### src/rtl/reg_file_scoreboard.sv
// 32-entry GPR file committing write-back results, with same-cycle WB bypass on both
// read ports and per-register pending-write counters that drive the issue stall.
module reg_file_scoreboard #(
  parameter int DATA_W       = 32,
  parameter int ADDR_W       = 5,
  parameter int MAX_INFLIGHT = 3
) (
  input  logic              clk,
  input  logic              rst,
  input  logic              wb_reg_write,
  input  logic [ADDR_W-1:0] wb_rd,
  input  logic [DATA_W-1:0] wb_data,
  input  logic              issue_valid,
  input  logic              issue_we,
  input  logic [ADDR_W-1:0] issue_rd,
  input  logic              rs_used,
  input  logic              rt_used,
  input  logic [ADDR_W-1:0] rs_addr,
  input  logic [ADDR_W-1:0] rt_addr,
  output logic [DATA_W-1:0] rs_data,
  output logic [DATA_W-1:0] rt_data,
  output logic              stall,
  output logic              err_overflow,
  output logic              err_underflow
);

  localparam int NREG  = 1 << ADDR_W;
  localparam int CNT_W = $clog2(MAX_INFLIGHT + 1);
  localparam logic [CNT_W-1:0] CNT_MAX = CNT_W'(MAX_INFLIGHT);

  logic [DATA_W-1:0] regs_q [NREG];
  logic [DATA_W-1:0] regs_d [NREG];
  logic [CNT_W-1:0]  pend_q [NREG];
  logic [CNT_W-1:0]  pend_d [NREG];
  logic              err_overflow_q, err_overflow_d;
  logic              err_underflow_q, err_underflow_d;

  logic [NREG-1:0]   wb_hit;
  logic [NREG-1:0]   still_pending;
  logic              rs_hazard, rt_hazard, waw_hazard;
  logic              fire;

  // still_pending[r]: writes to r remain outstanding even after this cycle's WB is counted.
  always_comb begin
    wb_hit        = '0;
    still_pending = '0;
    for (int r = 1; r < NREG; r++) begin
      wb_hit[r]        = wb_reg_write && (wb_rd == ADDR_W'(r));
      still_pending[r] = (pend_q[r] > CNT_W'(1)) ||
                         ((pend_q[r] == CNT_W'(1)) && !wb_hit[r]);
    end
  end

  always_comb begin
    rs_hazard  = rs_used && (rs_addr != '0) && still_pending[rs_addr];
    rt_hazard  = rt_used && (rt_addr != '0) && still_pending[rt_addr];
    waw_hazard = issue_we && (issue_rd != '0) &&
                 (pend_q[issue_rd] == CNT_MAX) && !wb_hit[issue_rd];
    stall      = !rst && issue_valid && (rs_hazard || rt_hazard || waw_hazard);
    fire       = issue_valid && !stall && issue_we && (issue_rd != '0);
  end

  // Read ports are forced to zero during reset so the bypass cannot leak wb_data.
  always_comb begin
    rs_data = '0;
    rt_data = '0;
    if (!rst && (rs_addr != '0)) begin
      rs_data = (wb_reg_write && (wb_rd == rs_addr)) ? wb_data : regs_q[rs_addr];
    end
    if (!rst && (rt_addr != '0)) begin
      rt_data = (wb_reg_write && (wb_rd == rt_addr)) ? wb_data : regs_q[rt_addr];
    end
  end

  // A fire and a WB hitting the same register cancel, leaving its counter untouched.
  always_comb begin
    regs_d          = regs_q;
    pend_d          = pend_q;
    err_overflow_d  = err_overflow_q;
    err_underflow_d = err_underflow_q;
    if (wb_reg_write && (wb_rd != '0)) begin
      regs_d[wb_rd] = wb_data;
    end
    for (int r = 1; r < NREG; r++) begin
      if (fire && (issue_rd == ADDR_W'(r)) && !wb_hit[r]) begin
        if (pend_q[r] == CNT_MAX) begin
          err_overflow_d = 1'b1;
        end else begin
          pend_d[r] = pend_q[r] + CNT_W'(1);
        end
      end else if (wb_hit[r] && !(fire && (issue_rd == ADDR_W'(r)))) begin
        if (pend_q[r] == '0) begin
          err_underflow_d = 1'b1;
        end else begin
          pend_d[r] = pend_q[r] - CNT_W'(1);
        end
      end
    end
  end

  always_ff @(posedge clk or posedge rst) begin
    if (rst) begin
      for (int r = 0; r < NREG; r++) begin
        regs_q[r] <= '0;
        pend_q[r] <= '0;
      end
      err_overflow_q  <= 1'b0;
      err_underflow_q <= 1'b0;
    end else begin
      for (int r = 0; r < NREG; r++) begin
        regs_q[r] <= regs_d[r];
        pend_q[r] <= pend_d[r];
      end
      err_overflow_q  <= err_overflow_d;
      err_underflow_q <= err_underflow_d;
    end
  end

  assign err_overflow  = err_overflow_q;
  assign err_underflow = err_underflow_q;

endmodule

### config.mk
export PLATFORM = sky130hd
export DESIGN_NAME = reg_file_scoreboard
export DESIGN_NICKNAME = d
export VERILOG_FILES = /design/src/rtl/reg_file_scoreboard.sv
export SDC_FILE = /design/constraint.sdc
export NUM_CORES = 2
export LEC_CHECK = 0
export CAP_MARGIN = 20
export CORE_MARGIN = 2
export CORE_UTILIZATION = 46
export DETAILED_ROUTE_END_ITERATION = 10
export PLACE_DENSITY = 0.6
export SLEW_MARGIN = 40
export SYNTH_ARGS = -nofsm -noshare
export SYNTH_HDL_FRONTEND = slang
export SYNTH_SLANG_ARGS = --single-unit
### constraint.sdc
create_clock -name clk -period 64.3 [get_ports clk]
set_input_delay 9.645 -clock clk [delete_from_list [all_inputs] [get_ports clk]]
set_output_delay 9.645 -clock clk [all_outputs]
set_load 0.01 [all_outputs]
=== Word-level counts from Yosys, hierarchy flattened ===
Index checks and enable logic that the tools add are counted.

* $add $sub $neg: 62
* Order comparisons: 39
* Equal/unequal tests: 189
* Mux-type cells: 301
* Bitwise operators: 4
* Reduce and logical (&&, ||, !) cells: 368

{| class="wikitable"
|+ Operators with widths
! kind !! number
|-
| $bwmux W1024 || 1
|-
| $bmux W32 S5 || 2
|-
| $mux W32 || 9
|-
| $mux W2 || 126
|-
| $logic_and A1 B1 Y1 || 173
|-
| $demux W32 S5 || 1
|-
| $eq A5 B5 Y1 const B || 32
|-
| $mux W1 || 158
|-
| $ne A2 B2 Y1 const B || 62
|-
| $reduce_and A3 Y1 || 31
|-
| $eq A5 B4 Y1 const B || 16
|-
| $logic_not A1 Y1 || 65
|-
| $eq A2 B2 Y1 const B || 32
|-
| $add A2 B1 Y2 const B || 31
|-
| $eq A2 B1 Y1 const B || 31
|-
| $gt A2 B1 Y1 const B || 31
|-
| $logic_not A2 Y1 || 31
|-
| $reduce_bool A2 Y1 || 31
|-
| $sub A2 B1 Y2 const B || 31
|-
| $eq A5 B3 Y1 const B || 8
|-
| $logic_or A1 B1 Y1 || 33
|-
| $ge A6 B6 Y1 const B || 4
|-
| $not A5 Y6 || 4
|-
| $eq A5 B2 Y1 const B || 4
|-
| 7 further kinds || 16
|}

* Register bits after elaboration: 1088
* Input bits: 59
* Output and inout port bits: 67

=== Logic depth before layout (Yosys ltp) ===
* Word-level depth: 110
* Depth in mapped cells: 19
* Mapped depth without buffers: 16

=== Least setup slack after synthesis ===
Ideal clock, no wire load.

* Path type: input -> output
* From: in rst
* To: out rt_data[28]
* Arrival time: 37.178 ns
* Data required time: 54.655 ns
* Setup slack: 17.477 ns
* Cell stages on the path: 3
* Buffers on the path: 0
* Cell sequence: inv_1 > o41ai_1 > a211oi_1

* Word-level cells in the longest chain between the ends: 3

{| class="wikitable"
|+ RTL lines
! element !! line !! text
|-
| from (decl) || 9 || <nowiki>input logic rst,</nowiki>
|-
| $logic_not A1 Y1 (no source line) || -- ||
|-
| $logic_and A1 B1 Y1 || 70 || <nowiki>if (!rst && (rt_addr != '0)) begin</nowiki>
|-
| $mux W32 || 70 ||
|-
| to (decl) || 21 || <nowiki>output logic [DATA_W-1:0] rt_data,</nowiki>
|}

Every way passes these cells.

=== Final worst setup path ===
* From: in wb_rd[2]
* To: out stall

* Word-level cells in the longest chain between the ends: 11
* Elaborated cells on any way between the ends: 168
* Classes of those cells: 31 x eq/ne; 6 x mux; 131 x reduce/logical

{| class="wikitable"
|+ RTL lines
! element !! line !! text
|-
| from (decl) || 11 || <nowiki>input logic [ADDR_W-1:0] wb_rd,</nowiki>
|-
| $eq A5 B1 Y1 (tied with other cells) || 48 || <nowiki>wb_hit[r] = wb_reg_write && (wb_rd == ADDR_W'(r));</nowiki>
|-
| $logic_and A1 B1 Y1 || 48 ||
|-
| $logic_not A1 Y1 || 50 || <nowiki>((pend_q[r] == CNT_W'(1)) && !wb_hit[r]);</nowiki>
|-
| $logic_and A1 B1 Y1 || 50 ||
|-
| $logic_or A1 B1 Y1 || 49 || <nowiki>still_pending[r] = (pend_q[r] > CNT_W'(1)) ||</nowiki>
|-
| $bmux W1 S5, on equally long branches || 55, 56 ||
|-
| $mux W1, on equally long branches || 55, 56 ||
|-
| $logic_and A1 B1 Y1, on equally long branches || 55, 56 ||
|-
| $logic_or A1 B1 Y1 || 59 || <nowiki>stall = !rst && issue_valid && (rs_hazard || rt_hazard || waw_hazard);</nowiki>
|-
| $logic_or A1 B1 Y1 (*) || 59 ||
|-
| $logic_and A1 B1 Y1 (*) || 59 ||
|-
| to (decl) || 22 || <nowiki>output logic stall,</nowiki>
|}

Mark *: on every way between the ends. The rest lies on a longest branch, timed or not. The select of a mux whose other input is x is not followed.

==> results by stage <==
Critical path:
- The cell repeated most along the worst path is buf_4.
- For the worst setup path, the data required time is 54.65 ns.
- The signal on the critical path passes through clkdlybuf4s50_1 > and4b_1 > nand2_2 > buf_4 > inv_2 > buf_4 > a21oi_1 > a22o_1 > nor4_1 > or4_1 > and4bb_2 > buf_4 > nand2_1 > clkdlybuf4s50_1.
- The end of the worst register-to-register path is err_underflow.
- The startpoint kind of the worst setup timing path is an input port.
- Counting cells, the worst reg-to-reg path comes to 17.
- For the worst setup path, the data arrival time is 14.58 ns.
- The critical path contains buffers and inverters numbering 6 combined.
- The biggest fanout along the worst timing path is 63.
- The sort of element at the end of the critical path is an output port.
- The largest single stage delay on the critical path is 0.98 ns.
- In this run the number of cells on the critical path is 14.
- The family with the most delay on the worst path is buffers and inverters.
- The worst setup path startpoint is wb_rd[2].
- The critical path's slowest cell is clkdlybuf4s50_1.
- The setup check on the worst reg-to-reg path leaves a slack of 59.16 ns.
- The startpoint identified for the worst register-to-register timing path is pend_q[55].
- The destination of the critical timing path is stall.
- The critical path is of the in -> out type.

STA:
- The clock period could shrink to 24.22 ns.
- The sum of negative setup slack is 0 ns.
- Derived from the worst setup path, the maximum achievable clock frequency is 0.0413 GHz.
- The fraction of the cycle the final worst path needs is 37.7%.
- Setup repair after global routing left no endpoint under its margin.
- The measured slew at the worst slew-check pin is 0.943 ns.
- Hold is met by 0.399 ns.
- The tightest slew margin relative to the limit is 37.1%.
- The number of max-slew violations in the final report was 0.
- The number of hold violations in the final report is 0.
- The setup slack of the critical path after layout is 40.08 ns.
- The worst clock skew is 0.0183 ns.
- Setup violations remaining at the end of the flow were counted as 0.

Global route:
- The combined global-route utilization of all metal layers is 30.2%.
- The first-pass GRT wire length is 316000 um.
- Summed over all layers, the global routing overflow is 0.
- The initial antenna violation count came to 4.
- The via count of the first global-routing pass is 46600.
- Entering global routing, the biggest net connects 95 pins.

Clocking:
- Buffers added to address setup during post-CTS repair amount to 0.
- For this design, the sink count on the clock tree is 1088.
- The hold-fix buffer count after cts is 0.
- The number of CTS-inserted buffers is 119.
- The clock root buffer is clkbuf_16.
- No sink is reached through more buffers than the 3 on the longest clock path.
- The clock reaches the later pin of the worst-skew pair after 0.76 ns.
- TritonCTS built the clock tree.
- The H-tree was split into 3 levels.
- Clock-pin slew was measured on the worst setup and hold paths at 0.06 ns.
- Post-CTS repair changed the size of 0 cells.

Placed design:
- The placed cell area is 66700 sq um.
- Routability-driven placement finished with a final weighted congestion of 0.990.
- The half-perimeter wire length of the detailed placement result is 121000 um.
- Including well taps, the total number of placed cells is 7089.
- Port buffering added 125 buffers.
- Prior to clock tree synthesis, the placed netlist has a worst setup slack of 39.92 ns.

Logic synthesis:
- Synthesis produced a netlist with a net count of 5774.
- The flip-flop and latch count after synthesis is 1088.
- The proportion of synthesized flip-flops having asynchronous set or reset is 100%.
- The number of different library cells used by synthesis comes to 69.
- The cell area that synthesis handed to floorplanning was 63700 sq um.
- The sequential fraction of the synthesis area is 42.7%.
- The synthesized netlist devotes 7.08% of its cell area to compound gates.
- The synthesized netlist devotes 10.0% of its cell area to simple gates.
- Of the total synthesized cell area, the portion taken by full adders, half adders and majority gates is 3.04%.
- Yosys printed 0 warnings.
- The post-synthesis instance total is 5560.
- The most instantiated flip-flop cell in the synthesis netlist is dfrtp_1.
- The average footprint of a synthesized cell is 11.5 sq um.
- Of the post-synthesis cell area, the part taken by muxes is 32.6%.
- The synthesized netlist devotes 0.618% of its cell area to XOR and XNOR gates.
- By area, the combinational part of the netlist is dominated by multiplexers.
- The number of synthesized flops with an enable pin is 0.

Min path:
- The tightest min-delay check is of the reg -> reg type.

Routing:
- The remaining antenna violation count is 0.
- For this block, the initial DRC count from the detailed router was 4659.
- For this block, the via count after detailed routing is 46900.
- For this run, design rule violations remaining after detail routing come to 0.
- The total iterations of the first detailed-routing run is 5.
- The mean number of vias per cell is 6.42.
- The final wirelength is 213000 um.
- The mean routed wirelength per cell is 29.2 um.

Cells and area:
- The finished layout holds 7315 standard cells, fillers aside.
- The synthesis-to-layout area growth is 11.2%.
- The final layout contains 5631 nets.
- Summing all non-filler instances in the final layout gives an area of 70900 sq um.
- The library cell used most frequently in the layout, excluding fill and tap cells, is dfrtp_1.
- The library cells used most frequently in the layout, excluding fill and tap cells, are dfrtp_1, nand2_1, mux2_2, mux4_2, mux2i_1.
- The fraction of layout cells with a size suffix above 1 is 29.0%.

Floorplan:
- During I/O placement, the number of pins put on the boundary was 126.
- From left edge to right edge, the die measures 376 um.
- The vertical extent of the die is 376 um.
- The total die area is 142000 sq um.
- The number of standard-cell rows in the floorplan is 136.
- The effective utilization at floorplan is 46.4%.
- The core outline area is 137000 sq um.

Flow run:
- Across the run, the number of max-cap violations was 0.

Power and ir drop:
- The register share of total power is 41.7%.
- The worst-case IR drop observed on VDD is 0.0230 mV.
- Combinational logic burns 26.1% of the power.
- Of the total power, the share spent switching nets is 31.1%.
- The reported leakage power is 31.7 nW.
- The clock network is responsible for 32.2% of the overall power.
- The analysis attributes to net switching a power of 699 uW.
- The internal portion of the total power is 1.55 mW.
- In this run the power density over the cells is 31.7 nW/um^2.

Outcome:
- The run finished with clean final reports.
[logic make-up after synthesis]
group,after synthesis
AO/OA/AOI/OAI,688
buffers and inverters,643
AND/OR/NAND/NOR,1526
XOR/XNOR,45
multiplexers,1415
adder cells (fa/ha/maj),155
flip-flops,1088
[per-layer routing]
metal | GRT usage, % | part of all wire, % | wire length [um] | up-vias
met1 | 42.3 | 42 | 89300 | 24300
met5 | 0 | 0 | 0 | -
met3 | 6.31 | 9.1 | 19500 | 485
met4 | 12.4 | 4.1 | 8840 | 0
met2 | 45.9 | 45 | 95700 | 2169
li1 | - | - | - | 20000
[worst min-delay path by stage]
stage / from / to / cells after the start
detailed placement: regs_q[1002] / regs_q[1002] / 0
floorplan: regs_q[1000] / regs_q[1000] / 1
CTS: regs_q[995] / regs_q[995] / 0
global placement: regs_q[1022] / regs_q[1022] / 0
finish: regs_q[1002] / regs_q[1002] / 0
global route: regs_q[1013] / regs_q[1013] / 0
[layout make-up]
| type | count | area [sq um] |
|---|---|---|
| antenna | 3 | 7.51 |
| clock buffer | 176 | 3550 |
| clock inverter | 46 | 578 |
| fill | 12000 | 66600 |
| inverter | 128 | 495 |
| multi-input combinational | 3829 | 34300 |
| sequential | 1088 | 27200 |
| tap | 1794 | 2240 |
| timing repair buffer | 251 | 2420 |
[per-stage QoR]
step / util (%) / total power, mW
6_report: 51.5 / 2.25
3_5_place_dp: 48.5 / 1.52
2_1_floorplan: - / 1.35
3_3_place_gp: 48.3 / 1.50
5_1_grt: 51.5 / 2.35
4_1_cts: 51.5 / 2.25
[power groups by stage]
stage,registers [mW],clock network (mW),logic [mW]
after floorplan,0.909,0,0.441
after global placement,0.937,0,0.564
after detailed placement,0.943,0,0.579
after CTS,0.932,0.736,0.581
after global routing,0.953,0.761,0.637
final,0.936,0.724,0.586
[worst register-to-register path, cell delays in order (launching register included)]
cell and delay [ns]:
dfrtp_1 0.42, inv_1 0.12, ha_1 0.21, nor2_1 0.08, a31oi_1 0.07, mux4_2 0.53, or4b_1 0.54, o211ai_1 0.13
o21ai_1 0.09, and4bb_2 0.29, buf_4 0.45, and4_1 0.36, ha_1 0.33, nor2b_1 0.13, a22oi_1 0.45, nand2_1 0.12
nor4_1 0.48, nand2_1 0.18
[state kept, by name, indices dropped and copies added (netlist names)]
signal         flops
regs_q          1024
pend_q            62
err_underflow      1
err_overflow       1
[cells in the mapped netlist, types with 38 or more instances]
| cell type | n | share of area, % |
|---|---|---|
| nor3_1 | 40 | 0.31 |
| o21ai_0 | 131 | 1.0 |
| buf_1 | 61 | 0.36 |
| buf_2 | 51 | 0.40 |
| clkbuf_1 | 397 | 2.3 |
| mux4_2 | 454 | 16 |
| nor2_1 | 206 | 1.2 |
| ha_1 | 155 | 3.0 |
| a31oi_1 | 49 | 0.48 |
| a221oi_1 | 67 | 0.92 |
| mux2_2 | 736 | 13 |
| a211oi_1 | 74 | 0.87 |
| mux2i_1 | 225 | 3.5 |
| nand4_1 | 38 | 0.37 |
| dfrtp_1 | 1088 | 43 |
| inv_1 | 119 | 0.70 |
| nand2_1 | 1086 | 6.4 |
| nor2b_1 | 45 | 0.44 |
| a21oi_1 | 147 | 1.2 |
| a22oi_1 | 92 | 1.1 |
(Power assumes the default switching activity.)
==> patch, RTL diff (same flow settings) <==
`ADDR_W`: 5 -> 4.
--- a/src/rtl/reg_file_scoreboard.sv
+++ b/src/rtl/reg_file_scoreboard.sv
@@ -2,7 +2,7 @@
 // read ports and per-register pending-write counters that drive the issue stall.
 module reg_file_scoreboard #(
   parameter int DATA_W       = 32,
-  parameter int ADDR_W       = 5,
+  parameter int ADDR_W       = 4,
   parameter int MAX_INFLIGHT = 3
 ) (
   input  logic              clk,
Interface: changed (resized issue_rd, rs_addr, rt_addr and wb_rd); port bits go from 126 to 122. No check against the original RTL was run, so the function may have changed too.
==> patch against the unedited design <==
Final area decreased by 50%. Critical path type unchanged. Sequential cell count down 544. Utilization up 0.85 points. Area after synthesis decreased by 51%. Via count fell by 57%. Clock skew grew 0.0027 ns. Routed wire length down 58%. Setup slack better by 1.5 ns. Power shrank 48%. Largest power group unchanged.
==> patch: results <==
outcome:
  outcome: "finished, final reports clean"
placement:
  dp_slack_ns: 41.70
  hpwl_mm: 51.4
  place_congestion: 0.942
  port_buffers: 121
layout:
  drive_gt1_share_pct: 42.6
  final_nets: 2382
  largestRegisters: "regs_q x512, pend_q x30"
timing:
  tightestPinTransition_ns: 0.919
  fin_worst_skew_ns: 0.0209
synthesis:
  synthTopCellsByArea: "dfrtp_1, mux4_2, mux2_2, ha_1, clkbuf_1"
  synth-main-ff-cell: "dfrtp_1"
  async_reset_ff_share_pct: 100
  ys_top_cells_by_count: "dfrtp_1, mux2_2, mux4_2"
  synth_seq_area_share_pct: 43.4
  ys_warn_count: 0
  synth_cell_types: 53
cts:
  cts_resized: 0
  htree_levels: 2
  cts_made_buffers: 59
  postCtsSetupBuffers: 0
  insertion_delay_ns: 0.64
  clock-root-buffer: "clkbuf_16"
drt:
  drtIter0Drc: 1742
  finalWirelength_mm: 90.2
  routed_via_density: 6.39
  dr.pass1.iters: 5
global_route:
  grt_pass1_vias: 21490
  antenna_found_initial: 3
  grt_pass1_wl_mm: 138
  gr-usage-all-layers_pct: 26.1
  grt_max_degree: 88
pwr:
  ir_drop_v: 0.0000207
  p_leak_nw: 14.3
  p_sw_w: 0.000353
worst_hold_path:
  min_path_type: "flip-flop to flip-flop"
worst_setup_path:
  arrival_ns: 13.11
  cp_max_fo: 17
[patch: kinds of logic after synthesis]
logic type      share of synthesized area, %
mux                                     40.6
flops                                   43.4
simple gates                            4.90
buf+inv                                 3.61
compound gates                          3.83
fa+ha+maj                               2.99
xor+xnor                               0.698
[patch: worst max-delay path: stages]
cell             delay, ns
clkdlybuf4s50_1       1.02
nand2_1               0.60
o31ai_1               0.52
nand4_1               0.14
or4_1                 0.48
o311ai_4              0.10
clkdlybuf4s50_1       0.59
[patch: final cells by class]
| type | instances | area [um2] |
|---|---|---|
| Fill cell | 5593 | 32100 |
| Sequential cell | 544 | 13600 |
| Tap cell | 873 | 1090 |
| Multi-Input combinational cell | 1422 | 16700 |
| Antenna cell | 1 | 2.50 |
| Clock buffer | 88 | 1750 |
| Clock inverter | 22 | 265 |
| Inverter | 64 | 248 |
| Timing Repair Buffer | 161 | 1600 |
[patch: routing by layer]
metal / part of all wire [%] / track usage, %
met2: 48 / 42.5
met4: 3.0 / 7.94
met1: 43 / 35.8
met5: 0.024 / 0
met3: 5.8 / 4.95
[patch: metrics by stage]
stage | power [W] | hold WS, ns | instance area [um2] | std cells
after floorplan | 0.000726 | 0.441 | 31400 | 2261
after global placement | 0.000807 | 0.376 | 33200 | 3062
after detailed placement | 0.000825 | 0.382 | 33300 | 3063
after CTS | 0.00118 | 0.397 | 35300 | 3173
after global routing | 0.00124 | 0.406 | 35300 | 3175
final | 0.00118 | 0.392 | 35300 | 3175
[patch: worst paths after layout]
kind                                               from                 endpoint  slack [ns]  cells past startpoint
worst max-delay path                        issue_rd[1]                    stall       41.54                      7
worst min-delay path            regs_q[501]$_DFFE_PP0P_  regs_q[501]$_DFFE_PP0P_        0.39                      0
worst max register to register    pend_q[5]$_DFFE_PP0P_  err_underflow$_DFF_PP0_       60.22                     15
worst min register to register  regs_q[501]$_DFFE_PP0P_  regs_q[501]$_DFFE_PP0P_        0.39                      0
max in group asynchronous                           rst  regs_q[378]$_DFFE_PP0P_       52.31                      5
min in group asynchronous                           rst   pend_q[14]$_DFFE_PP0P_        9.54                      2
[patch: power groups by stage]
stage                     clock network [W]  logic (W)  registers (W)
after global placement                    0   0.000323       0.000484
after detailed placement                  0   0.000334       0.000491
after global routing               0.000375   0.000364       0.000498
after CTS                          0.000361   0.000335       0.000486
after floorplan                           0   0.000257       0.000469
final                              0.000353   0.000336       0.000488
